`src/rtl/comparator_sort_controller_if.sv`:
```
// comparator_sort_controller_if: start/busy/done handshake and data bus of the
// bubble-sort controller. The requester drives Start_In and Data_In through the
// master modport. The sorter drives the result and status through the slave modport.
interface comparator_sort_controller_if #(
  parameter int NUM_ELEMENTS = 4
);
  logic                      Start_In;
  logic [4*NUM_ELEMENTS-1:0] Data_In;
  logic [4*NUM_ELEMENTS-1:0] Data_Out;
  logic                      Busy_Out;
  logic                      Done_Out;
  logic [4:0]                Swap_Count_Out;

  modport master (
    output Start_In,
    output Data_In,
    input  Data_Out,
    input  Busy_Out,
    input  Done_Out,
    input  Swap_Count_Out
  );

  modport slave (
    input  Start_In,
    input  Data_In,
    output Data_Out,
    output Busy_Out,
    output Done_Out,
    output Swap_Count_Out
  );
endinterface

```
`src/rtl/comparator_sort_controller.sv`:
```
// comparator_sort_controller: ascending bubble sort of NUM_ELEMENTS 4-bit values.
// The sort shares one Comparator_4_Bit and evaluates one adjacent pair per cycle.
// Optional build macro SORT_EARLY_EXIT_EN: when defined, the sort ends after the
// first pass that performs no swap. When undefined, every pass always runs.
// Comparator_4_Bit: 4-bit magnitude comparator. A high Reset_In forces all flags low.
module Comparator_4_Bit (
  input  logic       Reset_In,
  input  logic [3:0] A_In,
  input  logic [3:0] B_In,
  output logic       A_Greater_Than_B_Out,
  output logic       A_Equal_B_Out,
  output logic       A_Less_Than_B_Out
);
  // Magnitude compare of A against B, suppressed while in reset
  always_comb begin
    A_Greater_Than_B_Out = 1'b0;
    A_Equal_B_Out        = 1'b0;
    A_Less_Than_B_Out    = 1'b0;
    if (Reset_In) begin
      A_Greater_Than_B_Out = 1'b0;
    end else begin
      A_Greater_Than_B_Out = (A_In > B_In);
      A_Equal_B_Out        = (A_In == B_In);
      A_Less_Than_B_Out    = (A_In < B_In);
    end
  end
endmodule

module comparator_sort_controller #(
  parameter int NUM_ELEMENTS = 4
) (
  input  logic                          Clock_In,
  input  logic                          Reset_In,
  comparator_sort_controller_if.slave   sort_bus
);
  localparam int IDX_W = 3;
  localparam logic [IDX_W-1:0] LAST_PASS = IDX_W'(NUM_ELEMENTS - 2);

  typedef enum logic [1:0] {
    ST_IDLE    = 2'd0,
    ST_LOAD    = 2'd1,
    ST_COMPARE = 2'd2,
    ST_DONE    = 2'd3
  } state_t;

  state_t                    state_r, state_s;
  logic [3:0]                work_r [NUM_ELEMENTS];
  logic [3:0]                work_s [NUM_ELEMENTS];
  logic [IDX_W-1:0]          p_r, p_s, j_r, j_s, last_j_s;
  logic [4:0]                cnt_r, cnt_s, swap_out_r, swap_out_s;
  logic [4*NUM_ELEMENTS-1:0] data_out_r, data_out_s;
  logic                      busy_r, busy_s, done_r, done_s;
  logic [3:0]                a_s, b_s;
  logic                      gt_s, eq_s, lt_s, swap_s, finish_s;
`ifdef SORT_EARLY_EXIT_EN
  logic                      swapped_r, swapped_s;
`endif

  // Operand select: element j feeds A, element j+1 feeds B
  always_comb begin
    a_s = 4'd0;
    b_s = 4'd0;
    for (int k = 0; k < NUM_ELEMENTS - 1; k++) begin
      if (j_r == k[IDX_W-1:0]) begin
        a_s = work_r[k];
        b_s = work_r[k+1];
      end else begin
        a_s = a_s;
      end
    end
  end

  Comparator_4_Bit u_cmp (
    .Reset_In             (1'b0),
    .A_In                 (a_s),
    .B_In                 (b_s),
    .A_Greater_Than_B_Out (gt_s),
    .A_Equal_B_Out        (eq_s),
    .A_Less_Than_B_Out    (lt_s)
  );

  // Swap only on a clean greater-than; equal pairs stay put so the sort is stable
  assign swap_s   = gt_s & ~eq_s & ~lt_s;
  assign last_j_s = LAST_PASS - p_r;

  // Next-state, working array, counters and output values
  always_comb begin
    state_s    = state_r;
    work_s     = work_r;
    p_s        = p_r;
    j_s        = j_r;
    cnt_s      = cnt_r;
    data_out_s = data_out_r;
    busy_s     = busy_r;
    done_s     = 1'b0;
    swap_out_s = swap_out_r;
    finish_s   = 1'b0;
`ifdef SORT_EARLY_EXIT_EN
    swapped_s  = swapped_r;
`endif
    case (state_r)
      ST_IDLE: begin
        if (sort_bus.Start_In) begin
          state_s = ST_LOAD;
          busy_s  = 1'b1;
          for (int k = 0; k < NUM_ELEMENTS; k++) begin
            work_s[k] = sort_bus.Data_In[4*k +: 4];
          end
        end else begin
          state_s = ST_IDLE;
        end
      end
      ST_LOAD: begin
        state_s = ST_COMPARE;
        p_s     = {IDX_W{1'b0}};
        j_s     = {IDX_W{1'b0}};
        cnt_s   = 5'd0;
`ifdef SORT_EARLY_EXIT_EN
        swapped_s = 1'b0;
`endif
      end
      ST_COMPARE: begin
        if (swap_s) begin
          cnt_s = cnt_r + 5'd1;
          for (int k = 0; k < NUM_ELEMENTS - 1; k++) begin
            if (j_r == k[IDX_W-1:0]) begin
              work_s[k]   = work_r[k+1];
              work_s[k+1] = work_r[k];
            end else begin
              work_s[k] = work_s[k];
            end
          end
        end else begin
          cnt_s = cnt_r;
        end
`ifdef SORT_EARLY_EXIT_EN
        finish_s = (p_r == LAST_PASS) || !(swapped_r || swap_s);
`else
        finish_s = (p_r == LAST_PASS);
`endif
        if (j_r == last_j_s) begin
          if (finish_s) begin
            state_s    = ST_DONE;
            busy_s     = 1'b0;
            done_s     = 1'b1;
            swap_out_s = cnt_s;
            for (int k = 0; k < NUM_ELEMENTS; k++) begin
              data_out_s[4*k +: 4] = work_s[k];
            end
          end else begin
            p_s = p_r + 3'd1;
            j_s = {IDX_W{1'b0}};
`ifdef SORT_EARLY_EXIT_EN
            swapped_s = 1'b0;
`endif
          end
        end else begin
          j_s = j_r + 3'd1;
`ifdef SORT_EARLY_EXIT_EN
          swapped_s = swapped_r | swap_s;
`endif
        end
      end
      ST_DONE: begin
        state_s = ST_IDLE;
      end
      default: begin
        state_s = ST_IDLE;
        busy_s  = 1'b0;
      end
    endcase
  end

  // FSM state register
  always_ff @(posedge Clock_In) begin
    if (Reset_In) begin
      state_r <= ST_IDLE;
    end else begin
      state_r <= state_s;
    end
  end

  // Datapath and output registers
  always_ff @(posedge Clock_In) begin
    if (Reset_In) begin
      for (int k = 0; k < NUM_ELEMENTS; k++) begin
        work_r[k] <= 4'd0;
      end
      p_r        <= {IDX_W{1'b0}};
      j_r        <= {IDX_W{1'b0}};
      cnt_r      <= 5'd0;
      data_out_r <= {(4*NUM_ELEMENTS){1'b0}};
      busy_r     <= 1'b0;
      done_r     <= 1'b0;
      swap_out_r <= 5'd0;
`ifdef SORT_EARLY_EXIT_EN
      swapped_r  <= 1'b0;
`endif
    end else begin
      work_r     <= work_s;
      p_r        <= p_s;
      j_r        <= j_s;
      cnt_r      <= cnt_s;
      data_out_r <= data_out_s;
      busy_r     <= busy_s;
      done_r     <= done_s;
      swap_out_r <= swap_out_s;
`ifdef SORT_EARLY_EXIT_EN
      swapped_r  <= swapped_s;
`endif
    end
  end

  assign sort_bus.Data_Out       = data_out_r;
  assign sort_bus.Busy_Out       = busy_r;
  assign sort_bus.Done_Out       = done_r;
  assign sort_bus.Swap_Count_Out = swap_out_r;
endmodule

```
`src/flat_wrapper.sv`:
```
// flat-port wrapper written by rule: the top's interface ports become plain ports
module comparator_sort_controller_flat 
#(
  parameter int NUM_ELEMENTS = 4
)
  (Clock_In, Reset_In, sort_bus_Start_In, sort_bus_Data_In, sort_bus_Data_Out, sort_bus_Busy_Out, sort_bus_Done_Out, sort_bus_Swap_Count_Out);
  comparator_sort_controller_if #(.NUM_ELEMENTS(NUM_ELEMENTS)) sort_bus_i ();
  input  logic Clock_In;
  input  logic Reset_In;
  input wire logic [$bits(sort_bus_i.Start_In)-1:0] sort_bus_Start_In;
  input wire logic [$bits(sort_bus_i.Data_In)-1:0] sort_bus_Data_In;
  output wire logic [$bits(sort_bus_i.Data_Out)-1:0] sort_bus_Data_Out;
  output wire logic [$bits(sort_bus_i.Busy_Out)-1:0] sort_bus_Busy_Out;
  output wire logic [$bits(sort_bus_i.Done_Out)-1:0] sort_bus_Done_Out;
  output wire logic [$bits(sort_bus_i.Swap_Count_Out)-1:0] sort_bus_Swap_Count_Out;
  assign sort_bus_i.Start_In = sort_bus_Start_In;
  assign sort_bus_i.Data_In = sort_bus_Data_In;
  assign sort_bus_Data_Out = sort_bus_i.Data_Out;
  assign sort_bus_Busy_Out = sort_bus_i.Busy_Out;
  assign sort_bus_Done_Out = sort_bus_i.Done_Out;
  assign sort_bus_Swap_Count_Out = sort_bus_i.Swap_Count_Out;
  comparator_sort_controller #(.NUM_ELEMENTS(NUM_ELEMENTS)) u_core (.Clock_In(Clock_In), .Reset_In(Reset_In), .sort_bus(sort_bus_i));
endmodule
```
`config.mk`:
```
export PLATFORM = sky130hd
export DESIGN_NAME = comparator_sort_controller_flat
export DESIGN_NICKNAME = d
export VERILOG_FILES = /design/src/rtl/comparator_sort_controller_if.sv /design/src/rtl/comparator_sort_controller.sv /design/src/flat_wrapper.sv
export SDC_FILE = /design/constraint.sdc
export NUM_CORES = 1
export LEC_CHECK = 0
export CORE_AREA = 2 2 85 87
export DETAILED_ROUTE_END_ITERATION = 10
export DIE_AREA = 0 0 87 89
export PLACE_DENSITY = 0.67
export REMOVE_ABC_BUFFERS = 1
export SLEW_MARGIN = 20
export SYNTH_ARGS = -nofsm -noshare
export SYNTH_HDL_FRONTEND = slang
export SYNTH_HIERARCHICAL = 1
export SYNTH_SLANG_ARGS = --single-unit
```
`constraint.sdc`:
```
create_clock -name Clock_In -period 5.19 [get_ports Clock_In]
set_input_delay 0.7785 -clock Clock_In [delete_from_list [all_inputs] [get_ports Clock_In]]
set_output_delay 0.7785 -clock Clock_In [all_outputs]
set_load 0.02 [all_outputs]
```
---- Yosys cells after proc, flatten, opt, wreduce, memory -nomap -nowiden ----
Index checks and enable logic that the tools add are counted.
cells by class
  add/subtract/negate cells ............... 4
  magnitude comparators ................... 2
  equal/unequal tests ..................... 13
  muxes and demuxes ....................... 32
  bitwise gates (word level) .............. 6
  reduce and logical (&&, ||, !) cells .... 11
operator list
  kind                                                   number
  two-way mux 4 bit                                      12
  two-way mux 16 bit                                     2
  case mux 16 bit (2 select lines)                       1
  two-way mux 3 bit                                      4
  case mux 3 bit (2 select lines)                        2
  case mux 5 bit (2 select lines)                        1
  case mux 2 bit (4 select lines)                        1
  adder 3 x 1 -> 3 bit, second input constant            2
  == test 3 x 2 -> 1 bit, second input constant          2
  AND reduction 2 bit                                    3
  AND reduction 3 bit                                    2
  adder 5 x 1 -> 5 bit, second input constant            1
  two-way mux 1 bit                                      5
  two-way mux 5 bit                                      1
  == test 2 bit, second input constant                   2
  == test 4 bit                                          1
  greater-than comparator 4 bit                          1
  less-than comparator 4 bit                             1
  two-way mux 2 bit                                      2
  inequality test 2 x 1 -> 1 bit, second input constant  2
  inequality test 2 bit, second input constant           2
  NOT 1 bit                                              4
  AND reduction 4 bit                                    1
  nonzero test 2 bit                                     2
  10 further kinds                                       11
word-level totals
  register bits after elaboration ......... 52
  input bits .............................. 19
  output and inout port bits .............. 23

---- Longest topological paths before layout ----
Gate-level depths: netlist of the first run.
  word-level depth ........................ 10
  gate-level depth with buffers ........... 16
  gate-level depth less buffers ........... 15

---- Hierarchy ----
Netlist of the first run, hierarchy kept.
by module, submodules not included
  module                      times used  cells each  area an instance (um^2)
  comparator_sort_controller  1           350         2877.8
  Comparator_4_Bit            1           16          118.9

---- Worst setup path before layout of the first run ----
No wires, ideal clock.
  kind .................................... register to register
  start point ............................. reg u_core.j_r[1]
  end point ............................... reg u_core.data_out_r[2] (netlist: u_core/sort_bus.Data_Out[2])
  data arrival time ....................... 3654 ps
  slack ................................... 1404 ps
  cell stages (with the launch flop) ...... 17
  path buffers ............................ 2
  cell sequence ........................... dfxtp_1 inv_1 ha_1 clkbuf_1 nor3b_1 a221oi_1 nor2_1 inv_1 ha_1 nor2b_1 o211ai_2 and3b_1 nor4b_1 clkbuf_1 a21boi_0 o21ai_0 a21oi_1
RTL lines
  what                             line                               source
  start, declared                  comparator_sort_controller.sv:49   logic [IDX_W-1:0] p_r, p_s, j_r, j_s, last_j_s;
  start signal, assigned           comparator_sort_controller.sv:190  j_r <= {IDX_W{1'b0}};
  start signal, assigned           comparator_sort_controller.sv:202  j_r <= j_s;
  zero test 3 bit                  comparator_sort_controller.sv:64   if (j_r == k[IDX_W-1:0]) begin
  two-way mux 4 bit (2 in series)  comparator_sort_controller.sv:64
  two-way mux 4 bit (*)            comparator_sort_controller.sv:64
  via u_core.b_s[1]                comparator_sort_controller.sv:53   logic [3:0] a_s, b_s;
  less-than comparator 4 bit (*)   comparator_sort_controller.sv:24   A_Less_Than_B_Out = (A_In < B_In);
  via u_core.lt_s                  comparator_sort_controller.sv:54   logic gt_s, eq_s, lt_s, swap_s, finish_s;
  NOT 1 bit (*)                    comparator_sort_controller.sv:83   assign swap_s = gt_s & ~eq_s & ~lt_s;
  AND 1 bit (*)                    comparator_sort_controller.sv:83
  two-way mux 16 bit (*)           comparator_sort_controller.sv:123  if (swap_s) begin
  end signal, assigned             comparator_sort_controller.sv:192  data_out_r <= {(4*NUM_ELEMENTS){1'b0}};
  end signal, assigned             comparator_sort_controller.sv:204  data_out_r <= data_out_s;
  end, declared                    comparator_sort_controller.sv:51   logic [4*NUM_ELEMENTS-1:0] data_out_r, data_out_s;
Mark *: on every way through the listed nets, which the timed path passes. The rest lies on a longest branch.
A chain may end at the register's enable or synchronous reset.

---- Worst setup path after layout of the first run ----
  start point ............................. reg u_core.j_r[0]
  end point ............................... reg u_core/work_r[6] (netlist name)
RTL lines
  what                                  line                               source
  zero test 3 bit                       comparator_sort_controller.sv:64
  two-way mux 4 bit (2 in series)       comparator_sort_controller.sv:64
  two-way mux 4 bit (*)                 comparator_sort_controller.sv:64
  via u_core.b_s[1]                     comparator_sort_controller.sv:53
  less-than comparator 4 bit (*)        comparator_sort_controller.sv:24
  via u_core.lt_s                       comparator_sort_controller.sv:54
  NOT 1 bit (*)                         comparator_sort_controller.sv:83
  AND 1 bit (*)                         comparator_sort_controller.sv:83
  two-way mux 16 bit (*)                comparator_sort_controller.sv:123
  case mux 16 bit (2 select lines) (*)  comparator_sort_controller.sv:101  case (state_r)
  end signal, assigned                  comparator_sort_controller.sv:200  work_r <= work_s;
  end, declared                         comparator_sort_controller.sv:47   logic [3:0] work_r [NUM_ELEMENTS];
Marks and branches as above.

==> impl_metrics.csv, run 1 <==
group,metric,value,unit
timing,hold_viol,0,
worst_setup_path,critPathSlowestCell,"nor3b_1",
clock_tree,numCtsBuffers,5,
worst_setup_path,r2r_cells,15,
place,dp_hpwl,5088,microns
power,vdd_drop_max,0.1516,mV
grt,grt_pass1_vias,2602,
worst_setup_path,critical_path_class,"reg2reg",
yosys,ys_types,47,
detailed_routing,drt_drc_violations_left,0,
clock_tree,cts_resized,0,
place,dp_cells,468,
clock_tree,cts_sinks,52,
timing,finalSetupViolCount,0,
yosys,synth_flop_cell,"dfxtp_1",
worst_setup_path,cp_cell_sequence,"inv_1 > ha_1 > nor3b_1 > a221oi_1 > nor2_1 > inv_1 > ha_1 > nor2b_1 > o211ai_2 > and3b_1 > nor4b_2 > buf_4 > o21a_1 > o211ai_1 > a21oi_1",
layout,antennaDiodeCount,0,
yosys,synth_top_family_by_area,"compound AO/OA/AOI/OAI gates",
timing,relSlewSlack,24.34,%
power,finalPower,1446,uW
timing,drv_slew,0,
detailed_routing,dr.first_iter.drc_count,151,
layout,nets,428,
worst_setup_path,timing.rr.end,"u_core/work_r[6]",
die,coreArea,6719,sq um
worst_setup_path,r2r_start,"u_core/j_r[0]",
worst_setup_path,path_depth,15,
detailed_routing,detail_route.wl_per_cell,15.77,microns
yosys,synth_seq_cells,52,
clock_tree,cts_htree_levels,2,
yosys,syn_avg_cell_area,8.187,sq um
clock_tree,worstSkewPairLatency,0.30,ns
clock_tree,cts_setup_buffers,0,
layout,final_cell_mix,"52 x dfxtp_1, 49 x o21ai_0, 45 x a21oi_1, 40 x clkdlybuf4s50_1, 20 x nor2_1",
die,die_w,87,microns
worst_setup_path,crit_buf_inv,3,
clock_tree,cts.clk_slew.worst_paths,0.09,ns
detailed_routing,wl,7491,microns
yosys,yosysWarningCount,6,
worst_setup_path,r2r_slack,1.32,ns
min_path,min_from,"u_core/cnt_r[4]",
timing,timing.hold.ws,0.4580,ns
yosys,yosysSeqAreaShare,34.74,%
die,ioPinCount,42,
worst_setup_path,cp.arrival,4.09,ns
worst_setup_path,required,5.41,ns
detailed_routing,via_count,2785,
grt,grt-ovfl-total,0,
place,port-buffer-count,41,
worst_setup_path,worst-path-max-fanout,18,
timing,worst_pin_slew,1.131,ns
worst_setup_path,slowest_delay,0.70,ns
die,die_area,7743,sq um
worst_setup_path,endpoint,"u_core/work_r[6]",
grt,grt_start_max_net_pins,54,
layout,drive_above_1_share,4.557,%
yosys,synth-simple-area-share,16.95,%
power,p_leak,0.001225,uW
yosys,netlist_area,2997,sq um
clock_tree,cts_hold_buf,0,
timing,finalCritPeriodShare,74.57,%
detailed_routing,antenna_left,0,
layout,stdcell_count,475,
min_path,hold_path_class,"reg2reg",
worst_setup_path,cp-end-kind,"flop",
yosys,async_reset_ff_share,0,%
yosys,synth_fa_ha_area_share,5.846,%
grt,grt_pass1_wl,12480,microns
grt,grt_usage,19.92,%
die,die_h,89,microns
yosys,synth_edf_count,0,
grt,antenna_found_initial,0,
run_status,status,"complete, no violations",
timing,min_period,3.870,ns
yosys,syn_inst,366,
clock_tree,clockRootBuffer,"clkbuf_8",
worst_setup_path,cp-startpoint,"u_core/j_r[0]",
layout,final_common_cell,"dfxtp_1",
timing,fin_setup_tns,0,ns
die,std_cell_rows,30,
timing,max_clock_freq,258.4,MHz
clock_tree,clock_path_buffers,2,
yosys,synthMuxAreaShare,1.002,%
yosys,synth_compound_area_share,33.99,%
place,place_congestion,0.8694,
worst_setup_path,cp-start-kind,"flop",
power,power.density,410.8,nW/um^2
yosys,synthXorXnorAreaFrac,2.004,%
clock_tree,cts_tree,"built",
worst_setup_path,path_delay_family,"simple AND/OR/NAND/NOR gates",
detailed_routing,vias_per_cell,5.863,
timing,clock-skew-final,0.008316,ns
die,start_util,44.60,%
layout,syn_to_final_growth,17.45,%
job,cap_violations,0,
detailed_routing,first_pass_iters,4,
timing,rsz0062_at_grt,"no",
==> tightest hold or removal path, cell delays in order (launching register included) <==
cell and delay (ns):
dfxtp_1 0.32, nand2_1 0.05, a21oi_1 0.05
==> kinds of logic (layout without fill, tap and decap cells) <==
group | Yosys count | in the layout
xor+xnor | 5 | 5
other cells | 1 | 3
buf+inv | 39 | 66
flops | 52 | 52
fa+ha+maj | 14 | 14
simple gates | 89 | 89
mux | 3 | 3
compound gates | 163 | 163
==> report_power, final <==
part	internal (uW)	switching (uW)	total, uW
logic	275	426	701
registers	452	73.2	525
clock network	92.1	127	220
total	819	627	1450
==> final cells by class <==
class | count | area [sq um]
tap | 80 | 100.1
timing repair buffer | 46 | 442.9
fill | 667 | 3199
inverter | 13 | 48.80
clock buffer | 6 | 72.57
sequential | 52 | 1041
multi-input combinational | 277 | 1809
clock inverter | 1 | 5.005
==> flip-flops by register name, summed over array words and instances (netlist names) <==
name                            count
u_core/sort_bus.Data_Out           16
u_core/j_r                          3
u_core/sort_bus.Busy_Out            1
u_core/p_r                          3
u_core/sort_bus.Done_Out            1
u_core/cnt_r                        5
u_core/state_r                      2
u_core/sort_bus.Swap_Count_Out      5
u_core/work_r                      16
==> synth_stat cells, types with 4 or more instances <==
master    count  area [sq um]
a32oi_1       5         43.79
nor3b_1      11         82.58
ha_1         14         175.2
a221oi_1      4         35.03
a21boi_0      8         60.06
nor2b_1      12         75.07
dfxtp_1      52          1041
and3_1        8         50.05
o21ai_0      49         245.2
buf_2         5         25.02
a211oi_1      6         45.04
nand2_1      15         56.30
a22oi_1      16         120.1
inv_1        13         48.80
nand2b_1      7         43.79
o211ai_1     19         142.6
clkbuf_1     18         67.56
nor2_1       20         75.07
a21oi_1      45         225.2
==> how the worst min path moves through the flow <==
stage | end | slack (ns) | depth (start not counted)
final | u_core/cnt_r[4] | 0.46 | 2
after CTS | u_core/cnt_r[4] | 0.46 | 2
after global routing | u_core/sort_bus.Data_Out[6] | 0.49 | 2
after global placement | u_core/cnt_r[4] | 0.45 | 2
after detailed placement | u_core/cnt_r[4] | 0.45 | 2
after floorplan | u_core/cnt_r[4] | 0.43 | 2
==> metrics by stage <==
step	worst slack [ns]	cell area [sq um]	utilization, %
after floorplan	1.076	2893	-
after global placement	1.543	3442	51.23
after detailed placement	1.383	3442	51.23
after CTS	1.357	3520	52.38
after global routing	0.8633	3520	52.38
final	1.320	3520	52.38
==> metal layers <==
layer	vias up	wire (microns)	share of wire, %	global-route usage [%]
met5	-	0	0	0
met3	4	356	4.8	3.324
met2	69	3558	47	33.45
met1	1312	3523	47	26.47
li1	1400	-	-	-
met4	0	52	0.69	5.682
No activity file was read; power rests on OpenSTA's default activity.
==> run 2: changes to the inputs <==
--- a/config.mk
+++ b/config.mk
@@ -8,7 +8,7 @@
 export CORE_AREA = 2 2 85 87
 export DETAILED_ROUTE_END_ITERATION = 10
 export DIE_AREA = 0 0 87 89
-export PLACE_DENSITY = 0.67
+export PLACE_DENSITY = 0.69
 export REMOVE_ABC_BUFFERS = 1
 export SLEW_MARGIN = 20
 export SYNTH_ARGS = -nofsm -noshare
==> constraint.sdc (replaced) <==
create_clock -name Clock_In -period 3.5 [get_ports Clock_In]
set_input_delay 0.525 -clock Clock_In [delete_from_list [all_inputs] [get_ports Clock_In]]
set_output_delay 0.525 -clock Clock_In [all_outputs]
set_load 0.02 [all_outputs]
==> impl_metrics.csv, run 2 (same netlist as run 1, synthesis figures left out) <==
group,metric,value,unit
run_status,status,"complete, no violations",
die,die_h,89,microns
power,internal-power,1350,uW
grt,grt_usage,19.62,%
place,place_congestion,0.9298,
timing,fin_setup_tns,0,ns
grt,grt-ovfl-total,0,
timing,drv_slew,0,
detailed_routing,via_count,2821,
timing,hold_viol,0,
grt,grt_start_max_net_pins,35,
clock_tree,cts_htree_levels,2,
detailed_routing,vias_per_cell,5.745,
timing,min_period,3.190,ns
clock_tree,clockRootBuffer,"clkbuf_8",
clock_tree,cts_hold_buf,0,
place,pre_cts_slack,0.1218,ns
layout,drive_above_1_share,10.22,%
timing,clock-skew-final,0.007684,ns
power,p_clk_share,15.6,%
grt,grt_pass1_vias,2576,
place,port-buffer-count,41,
layout,syn_to_final_growth,22.34,%
power,p_leak,0.001308,uW
min_path,hold_path_class,"reg2reg",
clock_tree,cts.clk_slew.worst_paths,0.10,ns
clock_tree,worstSkewPairLatency,0.31,ns
power,swShare,41.94,%
layout,stdcell_count,491,
layout,antennaDiodeCount,0,
timing,relSlewSlack,42.39,%
place,dp_cells,478,
timing,setup_slack,0.3097,ns
detailed_routing,detail_route.wl_per_cell,15.20,microns
worst_setup_path,critical_path_class,"reg2reg",
worst_setup_path,cp-end-kind,"flop",
worst_setup_path,cp-start-kind,"flop",
worst_setup_path,cp.arrival,3.43,ns
timing,finalSetupViolCount,0,
die,die_area,7743,sq um
worst_setup_path,worst-path-max-fanout,15,
layout,final_cell_mix,"50 x dfxtp_1, 49 x o21ai_0, 45 x a21oi_1, 40 x clkdlybuf4s50_1",
clock_tree,clock_path_buffers,2,
power,p_seq_share,33.5,%
power,combPwrFrac,51.0,%
clock_tree,cts_tree,"built",
timing,max_clock_freq,313.5,MHz
layout,seq_area,1044,sq um
die,coreArea,6719,sq um
layout,final.fill_count,648,
detailed_routing,drt_drc_violations_left,0,
worst_setup_path,required,3.74,ns
power,vdd_drop_max,0.2840,mV
die,start_util,44.60,%
place,dp_hpwl,5156,microns
die,std_cell_rows,30,
layout,nets,443,
die,ioPinCount,42,
die,die_w,87,microns
detailed_routing,dr.first_iter.drc_count,134,
timing,finalCritPeriodShare,91.15,%
grt,grt_pass1_wl,12210,microns
detailed_routing,first_pass_iters,5,
clock_tree,cts_sinks,52,
clock_tree,numCtsBuffers,5,
layout,final_common_cell,"dfxtp_1",
power,power.density,634.2,nW/um^2
timing,rsz0062_at_grt,"no",
layout,multi_input_area,1824,sq um
detailed_routing,antenna_left,0,
power,p_switching,975.1,uW
job,cap_violations,0,
grt,antenna_found_initial,0,
timing,worst_pin_slew,0.8642,ns
detailed_routing,wl,7461,microns
## run 2: cell count changes in the layout (fill, tap and decap cells not counted), moves of 2 or more
cell | before | now
o21a_1 | 2 | 0
nor2b_1 | 12 | 10
nor2b_2 | 0 | 2
dfxtp_1 | 52 | 50
buf_4 | 5 | 20
o21a_2 | 0 | 2
dfxtp_2 | 0 | 2
## run 2: final timing paths
kind / depth (start not counted) / slack, ns / to / from
worst max-delay path: 15 / 0.31 / u_core/cnt_r[2] / u_core/j_r[1]
worst min-delay path: 2 / 0.46 / u_core/cnt_r[4] / u_core/cnt_r[4]
worst max register to register: 15 / 0.31 / u_core/cnt_r[2] / u_core/j_r[1]
worst min register to register: 2 / 0.46 / u_core/cnt_r[4] / u_core/cnt_r[4]
## run 2: per-stage QoR
stage | util (%) | cell area, sq um | hold WS [ns] | power (uW)
3_5_place_dp | 52.35 | 3517 | 0.4492 | 1880
5_1_grt | 54.56 | 3666 | 0.4989 | 2505
2_1_floorplan | - | 2893 | 0.4303 | 1501
3_3_place_gp | 52.35 | 3517 | 0.4461 | 1845
6_report | 54.56 | 3666 | 0.4641 | 2325
4_1_cts | 53.74 | 3611 | 0.4636 | 2250
## run 2: final cells by class
type                            instances  share of cell area (%)
Timing Repair Buffer                   61                   15.15
Inverter                               13                   1.331
Tap cell                               80                   2.730
Multi-Input combinational cell        277                   49.76
Clock buffer                            7                   2.355
Clock inverter                          1                  0.2048
Sequential cell                        52                   28.46
## run 2: layer usage
metal	global-route usage (%)	up-vias	part of all wire, %
met5	0	-	0
li1	-	1436	-
met2	32.41	56	46
met1	26.54	1323	49
met4	6.676	0	0.97
met3	2.493	6	3.8
## run 2: what timing repair did
item / CTS / global route
setup endpoints to repair: 0 / 37
setup buffers: 0 / 5
resized for setup: 0 / 8
hold endpoints to repair: 0 / 0
## run 2: power by group through the flow
stage	logic (uW)	registers (uW)	clock network, uW
floorplan	741	759	0
global placement	1060	787	0
detailed placement	1090	789	0
CTS	1100	775	376
global route	1320	793	396
finish	1190	778	362
## run 2: worst max-delay path, stage by stage, from the launching register on
cell and delay [ns]:
dfxtp_2 0.38, inv_1 0.07, ha_2 0.22, nor2b_2 0.20
nor2b_2 0.20, a32oi_1 0.16, nand2_1 0.09, ha_1 0.30
nor2b_1 0.16, o211ai_2 0.09, and3b_1 0.20, nor3b_1 0.20
buf_4 0.22, nand2_1 0.09, or4_1 0.40, a21oi_1 0.14
